**src/rtl/uart_pkg.sv**
```systemverilog
// Shared definitions for the UART serial transmitter.
package uart_pkg;

  // Transmitter FSM states.
  typedef enum logic [2:0] {
    IDLE,
    START,
    DATA,
    PAR,
    STOP
  } uart_state_t;

  // Parity parameter encodings.
  localparam int PARITY_NONE = 0;
  localparam int PARITY_ODD  = 1;
  localparam int PARITY_EVEN = 2;

  // Elaboration-time legality check for the transmitter parameter set.
  function automatic bit params_ok(input int data_bits, input int fifo_depth,
                                   input int clks_per_bit, input int parity,
                                   input int stop_bits);
    return (data_bits >= 5) && (data_bits <= 9) &&
           (fifo_depth >= 2) && ((fifo_depth & (fifo_depth - 1)) == 0) &&
           (clks_per_bit >= 2) &&
           (parity >= PARITY_NONE) && (parity <= PARITY_EVEN) &&
           ((stop_bits == 1) || (stop_bits == 2));
  endfunction

endpackage

```
**src/rtl/sync_fifo.sv**
```systemverilog
// Single-clock FIFO with combinational head output and occupancy count.
module sync_fifo #(
  parameter int DEPTH = 16,
  parameter int WIDTH = 8
) (
  input  logic                   clk,
  input  logic                   rst_n,
  input  logic                   push,
  input  logic                   pop,
  input  logic [WIDTH-1:0]       data,
  output logic [WIDTH-1:0]       q,
  output logic [$clog2(DEPTH):0] level,
  output logic                   full,
  output logic                   empty
);

  localparam int AW = $clog2(DEPTH);
  localparam logic [AW:0] LEVEL_FULL = (AW + 1)'(DEPTH);

  logic [WIDTH-1:0] mem [DEPTH];
  logic [AW-1:0]    wr_ptr;
  logic [AW-1:0]    rd_ptr;
  logic             do_push;
  logic             do_pop;

  assign full    = (level == LEVEL_FULL);
  assign empty   = (level == '0);
  assign do_push = push & ~full;
  assign do_pop  = pop & ~empty;
  assign q       = mem[rd_ptr];

  // Storage array; written only on an accepted push.
  always_ff @(posedge clk) begin
    if (do_push) mem[wr_ptr] <= data;
  end

  // Pointers wrap modulo DEPTH; level tracks accepted pushes minus pops.
  always_ff @(posedge clk or negedge rst_n) begin
    if (!rst_n) begin
      wr_ptr <= '0;
      rd_ptr <= '0;
      level  <= '0;
    end else begin
      if (do_push) wr_ptr <= wr_ptr + 1'b1;
      if (do_pop)  rd_ptr <= rd_ptr + 1'b1;
      case ({do_push, do_pop})
        2'b10:   level <= level + 1'b1;
        2'b01:   level <= level - 1'b1;
        default: level <= level;
      endcase
    end
  end

endmodule

```
**src/rtl/uart_ser_tx.sv**
```systemverilog
// Buffered UART transmitter: FIFO front end, baud-timed frame serialiser.
module uart_ser_tx
  import uart_pkg::*;
#(
  parameter int DATA_BITS    = 8,
  parameter int FIFO_DEPTH   = 16,
  parameter int CLKS_PER_BIT = 868,
  parameter int PARITY       = 0,
  parameter int STOP_BITS    = 1
) (
  input  logic                        clk,
  input  logic                        rst_n,
  input  logic                        w,
  input  logic [DATA_BITS-1:0]        p,
  output logic                        full,
  output logic [$clog2(FIFO_DEPTH):0] level,
  output logic                        overflow,
  output logic                        busy,
  output logic                        Rx
);

  if (!params_ok(DATA_BITS, FIFO_DEPTH, CLKS_PER_BIT, PARITY, STOP_BITS)) begin : g_param_check
    $error("uart_ser_tx: illegal parameter set");
  end

  localparam int BW = $clog2(CLKS_PER_BIT);
  localparam int CW = $clog2(DATA_BITS);
  localparam logic [BW-1:0] BAUD_LAST = BW'(CLKS_PER_BIT - 1);
  localparam logic [CW-1:0] BIT_LAST  = CW'(DATA_BITS - 1);
  localparam logic          STOP_LAST = (STOP_BITS == 2);
  localparam logic          PAR_ODD   = (PARITY == PARITY_ODD);
  localparam bit            HAS_PAR   = (PARITY != PARITY_NONE);

  logic [1:0]           rst_sync;
  logic                 rst_i;
  uart_state_t          state_q, state_d;
  logic [BW-1:0]        baud_q, baud_d;
  logic [CW-1:0]        bit_q, bit_d;
  logic                 stop_q, stop_d;
  logic [DATA_BITS-1:0] sh_q, sh_d;
  logic                 par_q, par_d;
  logic                 pend_q;
  logic                 pop;
  logic                 tick;
  logic                 fifo_empty;
  logic [DATA_BITS-1:0] head;

  // Reset asserts asynchronously and releases after two clock edges.
  always_ff @(posedge clk or negedge rst_n) begin
    if (!rst_n) rst_sync <= '0;
    else        rst_sync <= {rst_sync[0], 1'b1};
  end
  assign rst_i = rst_sync[1];

  sync_fifo #(
    .DEPTH (FIFO_DEPTH),
    .WIDTH (DATA_BITS)
  ) u_fifo (
    .clk   (clk),
    .rst_n (rst_i),
    .push  (w),
    .pop   (pop),
    .data  (p),
    .q     (head),
    .level (level),
    .full  (full),
    .empty (fifo_empty)
  );

  assign tick = (baud_q == BAUD_LAST);
  assign busy = (state_q != IDLE);

  // Dropped-write indicator, one cycle after the rejected strobe.
  always_ff @(posedge clk or negedge rst_i) begin
    if (!rst_i) overflow <= 1'b0;
    else        overflow <= w & full;
  end

  // FSM, baud counter, shifter and parity registers.
  always_ff @(posedge clk or negedge rst_i) begin
    if (!rst_i) begin
      state_q <= IDLE;
      baud_q  <= '0;
      bit_q   <= '0;
      stop_q  <= 1'b0;
      sh_q    <= '0;
      par_q   <= 1'b0;
      pend_q  <= 1'b0;
    end else begin
      state_q <= state_d;
      baud_q  <= baud_d;
      bit_q   <= bit_d;
      stop_q  <= stop_d;
      sh_q    <= sh_d;
      par_q   <= par_d;
      pend_q  <= (level != '0);
    end
  end

  // Next-state logic; IDLE reacts to the registered occupancy flag so the
  // first pop lands two edges after the write, while back-to-back frames
  // chain straight from the last stop bit using the live FIFO state.
  always_comb begin
    state_d = state_q;
    baud_d  = tick ? '0 : baud_q + 1'b1;
    bit_d   = bit_q;
    stop_d  = stop_q;
    sh_d    = sh_q;
    par_d   = par_q;
    pop     = 1'b0;
    case (state_q)
      IDLE: begin
        baud_d = '0;
        if (pend_q && !fifo_empty) begin
          pop     = 1'b1;
          state_d = START;
          sh_d    = head;
          par_d   = (^head) ^ PAR_ODD;
        end
      end
      START: begin
        if (tick) begin
          state_d = DATA;
          bit_d   = '0;
        end
      end
      DATA: begin
        if (tick) begin
          sh_d = sh_q >> 1;
          if (bit_q == BIT_LAST) begin
            state_d = HAS_PAR ? PAR : STOP;
            stop_d  = 1'b0;
          end else begin
            bit_d = bit_q + 1'b1;
          end
        end
      end
      PAR: begin
        if (tick) begin
          state_d = STOP;
          stop_d  = 1'b0;
        end
      end
      STOP: begin
        if (tick) begin
          if (stop_q == STOP_LAST) begin
            if (!fifo_empty) begin
              pop     = 1'b1;
              state_d = START;
              sh_d    = head;
              par_d   = (^head) ^ PAR_ODD;
            end else begin
              state_d = IDLE;
            end
          end else begin
            stop_d = 1'b1;
          end
        end
      end
      default: state_d = IDLE;
    endcase
  end

  // Serial line value for the current state.
  always_comb begin
    Rx = 1'b1;
    case (state_q)
      START:   Rx = 1'b0;
      DATA:    Rx = sh_q[0];
      PAR:     Rx = par_q;
      default: Rx = 1'b1;
    endcase
  end

endmodule

```
**config.mk**
```make
export PLATFORM = sky130hd
export DESIGN_NAME = uart_ser_tx
export DESIGN_NICKNAME = d
export VERILOG_FILES = /design/src/rtl/uart_pkg.sv /design/src/rtl/sync_fifo.sv /design/src/rtl/uart_ser_tx.sv
export SDC_FILE = /design/constraint.sdc
export NUM_CORES = 1
export LEC_CHECK = 0
export CAP_MARGIN = 10
export CORE_UTILIZATION = 30
export CTS_BUF_LIST = sky130_fd_sc_hd__clkbuf_8 sky130_fd_sc_hd__clkbuf_16
export DETAILED_ROUTE_END_ITERATION = 8
export PLACE_DENSITY = 0.47
export SYNTH_ARGS = -nofsm -noshare
export SYNTH_HDL_FRONTEND = slang
export SYNTH_SLANG_ARGS = --single-unit
```
**constraint.sdc**
```tcl
create_clock -name clk -period 4.37 [get_ports clk]
set_input_delay 1.311 -clock clk [delete_from_list [all_inputs] [get_ports clk]]
set_output_delay 1.311 -clock clk [all_outputs]
set_load 0.005 [all_outputs]
```
* After elaboration in Yosys (flattened, before gate mapping) *
Memory sizes are Yosys's and may differ from the RTL's.
Cells that the tools add are included.

cells by class
  $add $sub $neg = 6
  multipliers = 0
  divide/modulo/power cells = 0
  magnitude comparators = 0
  equality and inequality tests = 18
  shift-type cells = 0
  mux-type cells = 41
  bitwise operators = 5
  reduce and logical (&&, ||, !) cells = 17

operators by type and width
  kind                                           number
  two-way mux 8 bit                              5
  two-way mux 3 bit                              10
  one-hot mux 8 bit (3 select lines)             1
  two-way mux 10 bit                             2
  inequality test 2 bit, second input constant   9
  two-way mux 1 bit                              16
  one-hot mux 3 bit (5 select lines)             1
  adder 10 x 1 -> 10 bit, second input constant  1
  == test 10 bit, second input constant          1
  one-hot mux 5 bit (2 select lines)             1
  AND reduction 5 bit                            2
  nonzero test 3 bit                             3
  adder 4 x 1 -> 4 bit, second input constant    2
  XOR reduction 8 bit                            1
  AND reduction 7 bit                            1
  == test 3 x 2 -> 1 bit, second input constant  2
  == test 3 bit, second input constant           2
  one-hot mux 1 bit (3 select lines)             2
  one-hot mux 3 bit (2 select lines)             1
  AND reduction 6 bit                            1
  nonzero test 2 bit                             3
  adder 5 x 1 -> 5 bit, second input constant    1
  == test 5 bit, second input constant           1
  logical NOT 5 bit                              1
  13 further kinds                               17

storage, ports and cells
  bits in registers = 43
  bits in latches = 0
  bits in writable memories = 128
  ROM bits = 0
  bits of input ports = 11
  output and inout port bits = 9
  logic and storage cells = 100
  memories kept = 1

memory list
  name        words  bits a word  read ports  clocked after Yosys merged registers in  write ports  line             source
  u_fifo.mem  16     8            1           0                                        1            sync_fifo.sv:20  logic [WIDTH-1:0] mem [DEPTH];

* Depth between registers and ports, before layout *
Gate-level depths: netlist (run 1).

  depth after elaboration = 8
  depth in mapped cells = 15
  gate-level depth less buffers = 14

* Modules after synthesis *
Synthesis (run 1) repeated with hierarchy kept, for this count alone.

unflattened totals
  cells, all modules = 465
  area total of the unflattened synthesis = 7257.0 um^2

modules (own cells, without submodules)
  module       times used  cells an instance  area each (um^2)  seq. area each (um^2)
  sync_fifo    1           332                5779.3            4169.0
  uart_ser_tx  1           133                1477.7            725.7

* Worst setup path before layout (run 1) *
No wires, ideal clock.

  path kind = register to register
  start = register baud_q[0]
  end = register u_fifo.level[4]
  setup time = 0.125 ns
  data arrival time = 3.161 ns
  required time = 4.245 ns
  setup slack = 1.083 ns
  cell stages (with the launch flop) = 16
  path buffers = 1
  period minus slack after synthesis = 3.287 ns
  cell sequence = dfrtp_1 ha_1 or3b_4 nor4_4 mux2i_2 nor4_4 buf_6 ha_1 inv_1 fa_1 inv_1 a21o_1 a21oi_1 xnor2_1 nor2_1 xor2_1

on the way
  cells in the longest elaborated chain, start to end = 6
  elaborated cells between the ends (all ways) = 8
  classes of those cells = eq/ne (3); mux (3); bitwise (1); reduce/logical (1)

ends and longest elaborated chain
  item                                                                      line                source
  start, declared                                                           uart_ser_tx.sv:37   logic [BW-1:0] baud_q, baud_d;
  start signal, assigned                                                    uart_ser_tx.sv:91   baud_q <= baud_d;
  == test 10 bit (*)                                                        uart_ser_tx.sv:70   assign tick = (baud_q == BAUD_LAST);
  two-way mux 1 bit (*)                                                     uart_ser_tx.sv:145  if (tick) begin
  one-hot mux 1 bit (2 select lines) (*)                                    uart_ser_tx.sv:111  case (state_q)
  bitwise AND 1 bit (*)                                                     sync_fifo.sv:29     assign do_pop = pop & ~empty;
  via u_fifo.do_pop                                                         sync_fifo.sv:24     logic do_pop;
  == test 2 x 1 -> 1 bit or == test 2 bit (tied branches)                   sync_fifo.sv:46     case ({do_push, do_pop})
  one-hot mux 5 bit (2 select lines) or nonzero test 2 bit (tied branches)  --
  end signal, assigned                                                      sync_fifo.sv:47     2'b10: level <= level + 1'b1;
  end signal, assigned                                                      sync_fifo.sv:48     2'b01: level <= level - 1'b1;
  end signal, assigned                                                      sync_fifo.sv:49     default: level <= level;
  end, declared                                                             sync_fifo.sv:12     output logic [$clog2(DEPTH):0] level,

The timed path passes the listed nets; every way through them passes the cells marked *.
A chain may end at the register's enable or synchronous reset.

* Worst setup path in the final report (run 1) *
  start = register baud_q[0]
  end = register u_fifo.level[4]

on the way
  cells in the longest elaborated chain, start to end = 6
  elaborated cells between the ends (all ways) = 8
  classes of those cells = eq/ne (3); mux (3); bitwise (1); reduce/logical (1)

ends and longest elaborated chain
  item                                                                      line
  == test 10 bit (*)                                                        uart_ser_tx.sv:70
  two-way mux 1 bit (*)                                                     uart_ser_tx.sv:145
  one-hot mux 1 bit (2 select lines) (*)                                    uart_ser_tx.sv:111
  bitwise AND 1 bit (*)                                                     sync_fifo.sv:29
  == test 2 x 1 -> 1 bit or == test 2 bit (tied branches)                   sync_fifo.sv:46
  one-hot mux 5 bit (2 select lines) or nonzero test 2 bit (tied branches)  --

Every way passes the cells marked *; elsewhere a longest branch is shown, timed or not.

==> impl_metrics.py, run 1 <==
metrics = {
    "status": {
        "status": "finished clean",
    },
    "cells_and_area": {
        "fillers": 2189,
        "drive_above_1_share_pct": 19.2,
        "utilization_pct": 36.0,
        "diodes": 0,
        "final_common_cell": "edfxtp_1",
        "area_growth_pct": 16.4,
        "final_cell_mix": "edfxtp_1 (128), dfrtp_1 (39), nand2_1 (38), mux4_2 (32), nor2_1 (28)",
        "fin_nets": 490,
    },
    "routing": {
        "vias": 3730,
        "wl_met1_um": 7060,
        "wl_um": 14300,
        "wl_met3_um": 486,
        "wl_per_cell_um": 18.1,
        "first_iter_violations": 222,
        "top_layer": "met4",
        "dr_wl_met2_um": 6590,
        "via_per_inst": 4.71,
        "firstDrtPassIters": 4,
        "drc": 0,
        "ant_nets": 0,
    },
    "sta": {
        "min_period_ps": 3520,
        "drv_slew": 0,
        "hold_violations": 0,
        "fmax_mhz": 284,
        "tightest_slew_ps": 910,
        "slew_headroom_pct": 39.3,
        "rsz0062_at_grt": "false",
        "clock_skew_ps": 11.3,
        "finalSetupViolCount": 0,
        "final.setup.tns_ps": 0,
        "post-route-period-util_pct": 80.6,
    },
    "cts": {
        "cts_htree_levels": 4,
        "holdBufCountCts": 0,
        "cts_tree": "yes",
        "cts_resized": 0,
        "clk_pin_slew_ps": 70,
        "root_buffer": "clkbuf_16",
        "insertion_delay_ps": 430,
        "cts_made_buffers": 17,
        "clockBufferDepth": 2,
        "post_cts.repair.setup_buffers": 0,
        "clock-sinks": 170,
    },
    "critical_path": {
        "start_kind": "flip-flop",
        "arrival_ps": 3830,
        "crit_required_ps": 4680,
        "crit_path_end_kind": "flip-flop",
        "reg2reg_slack_ps": 850,
        "critical_path_buf_inv_count": 3,
        "cpMaxStageDelayCell": "nor4_4",
        "crit_type": "reg -> reg",
        "critPathMaxStageDelay_ps": 410,
        "path_cells": "ha_1 -> or3b_4 -> nor4_4 -> mux2i_2 -> nor4_4 -> buf_4 -> ha_1 -> inv_1 -> fa_1 -> inv_1 -> a21o_1 -> a21oi_1 -> xnor2_1 -> nor2_1 -> xor2_1",
        "critPathMaxFanout": 16,
        "cp_top_family": "simple AND/OR/NAND/NOR gates",
    },
    "die": {
        "fp.dieW_um": 155,
        "initial_utilization_pct": 30.9,
        "chipHeight_um": 155,
        "die_area_um2": 24200,
        "core_area_um2": 22800,
        "row_count": 55,
        "io_pins": 20,
    },
    "logic_synthesis": {
        "yosysWarnings": 0,
        "synthesis.nets": 459,
        "synth_async_sr_flop_share_pct": 24.7,
        "synth_edf_count": 128,
        "ys_seq_area_share_pct": 69.3,
        "syn_area_per_cell_um2": 16.2,
        "synthDistinctLibCells": 49,
        "netlist_instances": 435,
        "synth_seq_cells": 170,
        "synthFlopType": "edfxtp_1",
        "netlist_area_um2": 7070,
    },
    "grt": {
        "track_usage_pct": 12.8,
        "grt_pass1_wl_um": 22400,
        "antenna_found_initial": 0,
        "grt_max_degree": 41,
        "grt_pass1_vias": 3804,
        "grt_overflow": 0,
    },
    "placed_design": {
        "post-dp-hpwl_um": 8980,
        "port_buffers": 19,
        "globalplace.congestion": 0.783,
    },
    "power": {
        "vdd_drop_max_mv": 0.231,
        "p_leak_uw": 0.00289,
        "power_density_nw_per_um2": 487,
    },
    "hold_path": {
        "hp-class": "reg -> reg",
    },
    "run": {
        "maxCapViolCount": 0,
    },
}
==> area by class of cell <==
cell class	instances	area, µm²	share of cell area, %
Clock buffer	17	425	5.17
Tap cell	313	392	4.76
Clock inverter	15	173	2.10
Timing Repair Buffer	33	295	3.59
Sequential cell	170	4900	59.5
Inverter	12	45.0	0.547
Multi-Input combinational cell	232	2000	24.3
==> report_power, final <==
part	total (µW)	switching, µW	internal [µW]	leakage [µW]
clock	1540	677	864	0.000296
sequential	2010	99.3	1910	0.00169
combinational	462	256	206	0.000900
total	4010	1030	2980	0.00289
==> metal layers <==
layer,global-route usage [%],vias up
met3,3.26,18
met1,17.6,1933
met4,4.34,0
met5,0,-
li1,-,1717
met2,19.7,62
==> through the flow <==
stage                     power, µW  setup WS (ps)  instances  area (µm²)  hold slack [ps]
final                          4010            848        792        8230              356
after global routing           4170            525        792        8230              368
after CTS                      4050            815        792        8230              363
after detailed placement       2500            742        760        7630              347
after global placement         2490            763        760        7630              337
after floorplan                2290           1080        435        7070              331
==> cell families after synthesis <==
kind of cell	Yosys count	synth area share, %
buf+inv	33	2.43
xor+xnor	23	2.85
fa+ha+maj	13	2.41
other cells	1	0.0531
simple gates	105	7.42
mux	35	10.7
flops	170	69.3
compound gates	55	4.89
==> final timing paths <==
| check | from | cells after the start | end |
|---|---|---|---|
| worst max-delay path | baud_q[0]$_DFF_PN0_ | 15 | u_fifo.level[4]$_DFFE_PN0P_ |
| worst min-delay path | rst_sync[0]$_DFF_PN0_ | 0 | rst_sync[1]$_DFF_PN0_ |
| worst max register to register | baud_q[0]$_DFF_PN0_ | 15 | u_fifo.level[4]$_DFFE_PN0P_ |
| worst min register to register | rst_sync[0]$_DFF_PN0_ | 0 | rst_sync[1]$_DFF_PN0_ |
| max in group asynchronous | rst_n | 1 | rst_sync[1]$_DFF_PN0_ |
| min in group asynchronous | rst_sync[1]$_DFF_PN0_ | 0 | baud_q[3]$_DFF_PN0_ |
==> worst reg2reg max path: stages (launching register included) <==
cell and delay, ps:
dfrtp_1 390, ha_1 210, or3b_4 400, nor4_4 410, mux2i_2 160, nor4_4 230
buf_4 250, ha_1 260, inv_1 100, fa_1 400, inv_1 70, a21o_1 100
a21oi_1 70, xnor2_1 130, nor2_1 60, xor2_1 140
==> Yosys cell counts, types with 2 or more instances <==
cell	count	area [µm²]
inv_1	12	45.0
nand2b_1	3	18.8
nor4_1	2	12.5
nor4_4	2	42.5
nor2b_1	2	12.5
and3_1	2	12.5
buf_6	4	45.0
o22ai_1	7	43.8
nor2_1	28	105
nand2_1	38	143
a21oi_1	9	45.0
ha_1	12	150
xor2_1	7	61.3
or2_2	2	12.5
dfrtp_1	42	1050
mux4_2	32	721
o21ai_0	14	70.1
nand4_1	4	25.0
or3_1	2	12.5
a22oi_1	16	120
edfxtp_1	128	3840
nor3_1	5	25.0
and2_1	2	12.5
buf_1	6	22.5
buf_4	3	22.5
o21ai_1	2	10.0
clkbuf_1	5	18.8
a21o_1	4	30.0
nand3_1	5	25.0
xnor2_1	16	140
==> registers in the layout, indices dropped and copies added, names as in the netlist, 3 cells and up <==
signal and flops:
u_fifo.mem 128, baud_q 10, sh_q 8, u_fifo.level 5, u_fifo.rd_ptr 4, u_fifo.wr_ptr 4, bit_q 3, state_q 3
No activity file was read; power rests on OpenSTA's default activity.
==> inputs of run 2 (changes only) <==
clock period = 3.5 ns   (was 4.37 ns; I/O delays follow)
==> run 2 against run 1 <==
- fmax is 13% higher
- clock power is 21% higher
- critical path depth is 1 lower
- via count is 0.94% lower
- clock-buffer cell count stayed put
- routed wire length is 1.2% lower
- cell area is 0.79% higher
- cell count is 0.88% higher
- non-clock buffer count is 7 higher
- register-to-register slack worse by 460 ps
- critical path type unchanged
==> impl_metrics.py, run 2 (synthesized netlist as in run 1, its figures left out) <==
metrics = {
    "status": {
        "status": "finished clean",
    },
    "routing": {
        "drc": 0,
        "vias": 3695,
        "wl_um": 14200,
        "wl_per_cell_um": 17.7,
        "via_per_inst": 4.62,
        "first_iter_violations": 258,
        "ant_nets": 0,
        "firstDrtPassIters": 4,
    },
    "die": {
        "fp.dieW_um": 155,
        "io_pins": 20,
        "die_area_um2": 24200,
        "row_count": 55,
        "initial_utilization_pct": 30.9,
        "chipHeight_um": 155,
        "core_area_um2": 22800,
    },
    "power": {
        "combPwrFrac_pct": 11.7,
        "power_switching_uw": 1330,
        "power_density_nw_per_um2": 596,
        "power.share.clock_pct": 37.8,
        "finalPower_uw": 4940,
        "switching_share_pct": 27.0,
        "vdd_drop_max_mv": 0.287,
        "power.share.sequential_pct": 50.6,
        "p_leak_uw": 0.00293,
        "internal_power_uw": 3610,
    },
    "cells_and_area": {
        "final_cell_mix": "edfxtp_1 (128), dfrtp_1 (40), nand2_1 (38), mux4_2 (32), nor2_1 (28)",
        "fillers": 2218,
        "final_common_cell": "edfxtp_1",
        "regMostFlops": "u_fifo.mem",
        "reg.largest.list": "u_fifo.mem: 128 flops, baud_q: 10 flops, sh_q: 8 flops",
        "drive_above_1_share_pct": 20.4,
        "utilization_pct": 36.3,
        "diodes": 0,
        "fin_nets": 497,
        "area_growth_pct": 17.4,
        "largest_register_ffs": 128,
    },
    "critical_path": {
        "crit_required_ps": 3810,
        "crit_path_end_kind": "flip-flop",
        "crit_type": "reg -> reg",
        "critPathMaxFanout": 4,
        "start_kind": "flip-flop",
        "arrival_ps": 3410,
    },
    "sta": {
        "post-route-period-util_pct": 88.8,
        "rsz0062_at_grt": "false",
        "final.setup.tns_ps": 0,
        "setup_ws_ps": 392,
        "clock_skew_ps": 13.9,
        "fmax_mhz": 322,
        "hold_ws_ps": 352,
        "finalSetupViolCount": 0,
        "hold_violations": 0,
        "slew_headroom_pct": 40.9,
        "min_period_ps": 3110,
        "tightest_slew_ps": 886,
        "drv_slew": 0,
    },
    "cts": {
        "clockBufferDepth": 2,
        "post_cts.repair.setup_buffers": 0,
        "holdBufCountCts": 0,
        "insertion_delay_ps": 430,
        "clk_pin_slew_ps": 70,
        "cts_resized": 0,
        "clock-sinks": 170,
        "cts_tree": "yes",
        "cts_htree_levels": 4,
        "root_buffer": "clkbuf_16",
        "cts_made_buffers": 17,
    },
    "grt": {
        "track_usage_pct": 12.7,
        "grt_pass1_wl_um": 22200,
        "antenna_found_initial": 0,
        "grt_pass1_vias": 3846,
        "grt_overflow": 0,
        "grt_max_degree": 41,
    },
    "placed_design": {
        "globalplace.congestion": 0.750,
        "preCtsSetupSlack_ps": 322,
        "port_buffers": 19,
        "post-dp-hpwl_um": 8880,
    },
    "hold_path": {
        "hp-class": "reg -> reg",
    },
    "run": {
        "maxCapViolCount": 0,
    },
}
run 2: worst paths after layout:
kind,slack [ps],startpoint,depth (start not counted),to
setup / recovery,390,baud_q[0]$_DFF_PN0_,14,u_fifo.level[4]$_DFFE_PN0P_
hold / removal,350,rst_sync[0]$_DFF_PN0_,0,rst_sync[1]$_DFF_PN0_
setup reg to reg,390,baud_q[0]$_DFF_PN0_,14,u_fifo.level[4]$_DFFE_PN0P_
hold reg to reg,350,rst_sync[0]$_DFF_PN0_,0,rst_sync[1]$_DFF_PN0_
max in group asynchronous,2490,rst_sync[1]$_DFF_PN0_,0,u_fifo.rd_ptr[0]$_DFFE_PN0P_
min in group asynchronous,400,rst_sync[1]$_DFF_PN0_,0,sh_q[2]$_DFFE_PN0P_
run 2: final cells by class:
| type | instances | area [µm²] | share of cell area (%) |
|---|---|---|---|
| inverter | 12 | 45.0 | 0.543 |
| sequential | 170 | 4900 | 59.0 |
| timing repair buffer | 40 | 360 | 4.34 |
| tap | 313 | 392 | 4.72 |
| clock inverter | 15 | 174 | 2.10 |
| multi-input combinational | 232 | 2000 | 24.1 |
| clock buffer | 17 | 425 | 5.13 |
run 2: metal layers:
| metal | up-vias | track usage (%) | wire length (µm) |
|---|---|---|---|
| met1 | 1910 | 16.9 | 6790 |
| met3 | 9 | 2.79 | 470 |
| met5 | - | 0 | 0 |
| li1 | 1722 | - | - |
| met2 | 54 | 20.9 | 6760 |
| met4 | 0 | 3.78 | 148 |
run 2: power by group through the flow:
stage / clock network [µW] / registers, µW / logic (µW)
6_report: 1870 / 2500 / 577
2_1_floorplan: 0 / 2490 / 365
3_3_place_gp: 0 / 2540 / 578
3_5_place_dp: 0 / 2550 / 590
4_1_cts: 1910 / 2500 / 591
5_1_grt: 1980 / 2520 / 641
run 2: metrics by stage:
| step | instance area [µm²] | instances |
|---|---|---|
| after floorplan | 7070 | 435 |
| after global placement | 7690 | 767 |
| after detailed placement | 7690 | 767 |
| after CTS | 8290 | 799 |
| after global routing | 8290 | 799 |
| final | 8290 | 799 |
run 2: worst max-delay path: stages, from the launching register on:
cell	delay [ps]
dfrtp_1	380
ha_1	210
or3b_4	400
nor4_4	210
mux2i_2	130
nor4_4	260
ha_1	270
inv_1	110
fa_1	420
inv_1	70
a21o_1	110
a21oi_1	80
xnor2_1	140
nor2_1	70
xor2_1	140
==> inputs of run 3 (changes only) <==
PLACE_DENSITY = 0.55   (was 0.47)
==> run 3 against run 2 <==
- cell count unchanged
- clock skew rose by 3.7 ps
- combinational power increased by 0.9%
- cell area is 0.23% lower
- routed wire length down 0.69%
- via count rose by 0.54%
- sequential power is essentially flat
- power decreased by 0.66%
- non-clock buffer count is the same
- critical endpoint is now Rx
==> impl_metrics.py, run 3 (synthesized netlist as in run 1, its figures left out) <==
metrics = {
    "critical_path": {
        "arrival_ps": 2070,
        "reg2reg_slack_ps": 450,
        "critPathMaxFanout": 9,
        "crit_type": "reg -> out",
        "setup.worst_path.start": "state_q[1]$_DFFE_PN0P_",
        "crit_required_ps": 2450,
        "critPathMaxStageDelay_ps": 520,
        "cpMaxStageDelayCell": "dfrtp_1",
        "crit_path_end_kind": "output port",
        "start_kind": "flip-flop",
        "r2r_start": "baud_q[0]$_DFF_PN0_",
        "path_cells": "or2b_2 -> o21ai_0 -> nand2b_1 -> clkdlybuf4s50_1",
    },
    "power": {
        "internal_power_uw": 3600,
        "vdd_drop_max_mv": 0.302,
        "power.share.clock_pct": 37.2,
        "power.share.sequential_pct": 50.9,
        "p_leak_uw": 0.00291,
        "power_density_nw_per_um2": 593,
        "combPwrFrac_pct": 11.9,
        "power_switching_uw": 1310,
        "switching_share_pct": 26.7,
    },
    "grt": {
        "grt_max_degree": 41,
        "track_usage_pct": 12.6,
        "grt_pass1_vias": 3895,
        "grt_overflow": 0,
        "antenna_found_initial": 0,
        "grt_pass1_wl_um": 22300,
    },
    "cells_and_area": {
        "seqCellArea_um2": 4900,
        "fillers": 2185,
        "final_common_cell": "edfxtp_1",
        "fin_nets": 497,
        "regMostFlops": "u_fifo.mem",
        "diodes": 0,
        "multi_input_area_um2": 2000,
        "final_cell_mix": "edfxtp_1 (128), dfrtp_1 (40), nand2_1 (38), mux4_2 (32), nor2_1 (28)",
        "utilization_pct": 36.2,
        "drive_above_1_share_pct": 20.4,
        "area_growth_pct": 17.1,
        "largest_register_ffs": 128,
        "reg.largest.list": "u_fifo.mem: 128 flops, baud_q: 10 flops, sh_q: 8 flops",
    },
    "routing": {
        "ant_nets": 0,
        "dr_wl_met2_um": 6870,
        "first_iter_violations": 219,
        "wl_met3_um": 354,
        "wl_um": 14100,
        "via_per_inst": 4.65,
        "top_layer": "met4",
        "drc": 0,
        "vias": 3715,
        "wl_met1_um": 6740,
        "wl_per_cell_um": 17.6,
        "firstDrtPassIters": 4,
    },
    "placed_design": {
        "port_buffers": 19,
        "post-dp-hpwl_um": 8790,
        "globalplace.congestion": 0.763,
    },
    "sta": {
        "tightest_slew_ps": 920,
        "min_period_ps": 3120,
        "rsz0062_at_grt": "false",
        "slew_headroom_pct": 38.6,
        "finalSetupViolCount": 0,
        "fmax_mhz": 321,
        "clock_skew_ps": 17.6,
        "post-route-period-util_pct": 89.1,
        "drv_slew": 0,
        "final.setup.tns_ps": 0,
        "hold_violations": 0,
    },
    "die": {
        "die_area_um2": 24200,
        "core_area_um2": 22800,
        "row_count": 55,
        "chipHeight_um": 155,
        "initial_utilization_pct": 30.9,
        "fp.dieW_um": 155,
        "io_pins": 20,
    },
    "hold_path": {
        "hp-start": "rst_sync[0]$_DFF_PN0_",
        "hp-class": "reg -> reg",
    },
    "cts": {
        "post_cts.repair.setup_buffers": 0,
        "root_buffer": "clkbuf_16",
        "clock-sinks": 170,
        "clk_pin_slew_ps": 70,
        "cts_made_buffers": 17,
        "holdBufCountCts": 0,
        "cts_tree": "yes",
        "clockBufferDepth": 2,
        "cts_resized": 0,
        "cts_htree_levels": 4,
        "insertion_delay_ps": 430,
    },
    "run": {
        "maxCapViolCount": 0,
    },
    "status": {
        "status": "finished clean",
    },
}
## run 3: routing by layer
layer  track usage (%)  up-vias
met5                 0        -
met4              4.11        0
met3              3.09        6
met2              20.4       59
met1              16.7     1922
li1                  -     1728
## run 3: path summary, 6_finish.rpt
kind                                                end  cells past startpoint
max                                                  Rx                      4
min                               rst_sync[1]$_DFF_PN0_                      0
max reg2reg                 u_fifo.level[4]$_DFFE_PN0P_                     14
min reg2reg                       rst_sync[1]$_DFF_PN0_                      0
max in group asynchronous  u_fifo.rd_ptr[0]$_DFFE_PN0P_                      0
min in group asynchronous        state_q[0]$_DFFE_PN0P_                      0
## run 3: final cells by class
type	count	share of cell area [%]
inverter	12	0.544
sequential	170	59.2
clock buffer	17	5.14
multi-input combinational	232	24.2
timing repair buffer	40	4.35
tap	313	4.73
clock inverter	15	1.87
## run 3: metrics by stage
step	hold WS [ps]	total power, µW	worst slack, ps	cells	cell area [µm²]
floorplan	331	2850	213	435	7070
finish	349	4910	382	799	8280
global route	359	5120	155	799	8280
global placement	338	3100	416	767	7690
CTS	352	4970	367	799	8280
detailed placement	346	3130	362	767	7690
## run 3: critical path, delay by kind of cell, from the launching register on
kind                   cells  cell delay (ps)
AO/OA/AOI/OAI              1              210
buffers and inverters      1              450
AND/OR/NAND/NOR            2              460
flip-flops                 1              520
## run 3: power groups by stage
stage                     clock network, µW  logic, µW  registers [µW]
after global placement                    0        574            2530
after CTS                              1870        593            2500
final                                  1830        582            2500
after global routing                   1950        648            2520
after floorplan                           0        365            2490
after detailed placement                  0        590            2540
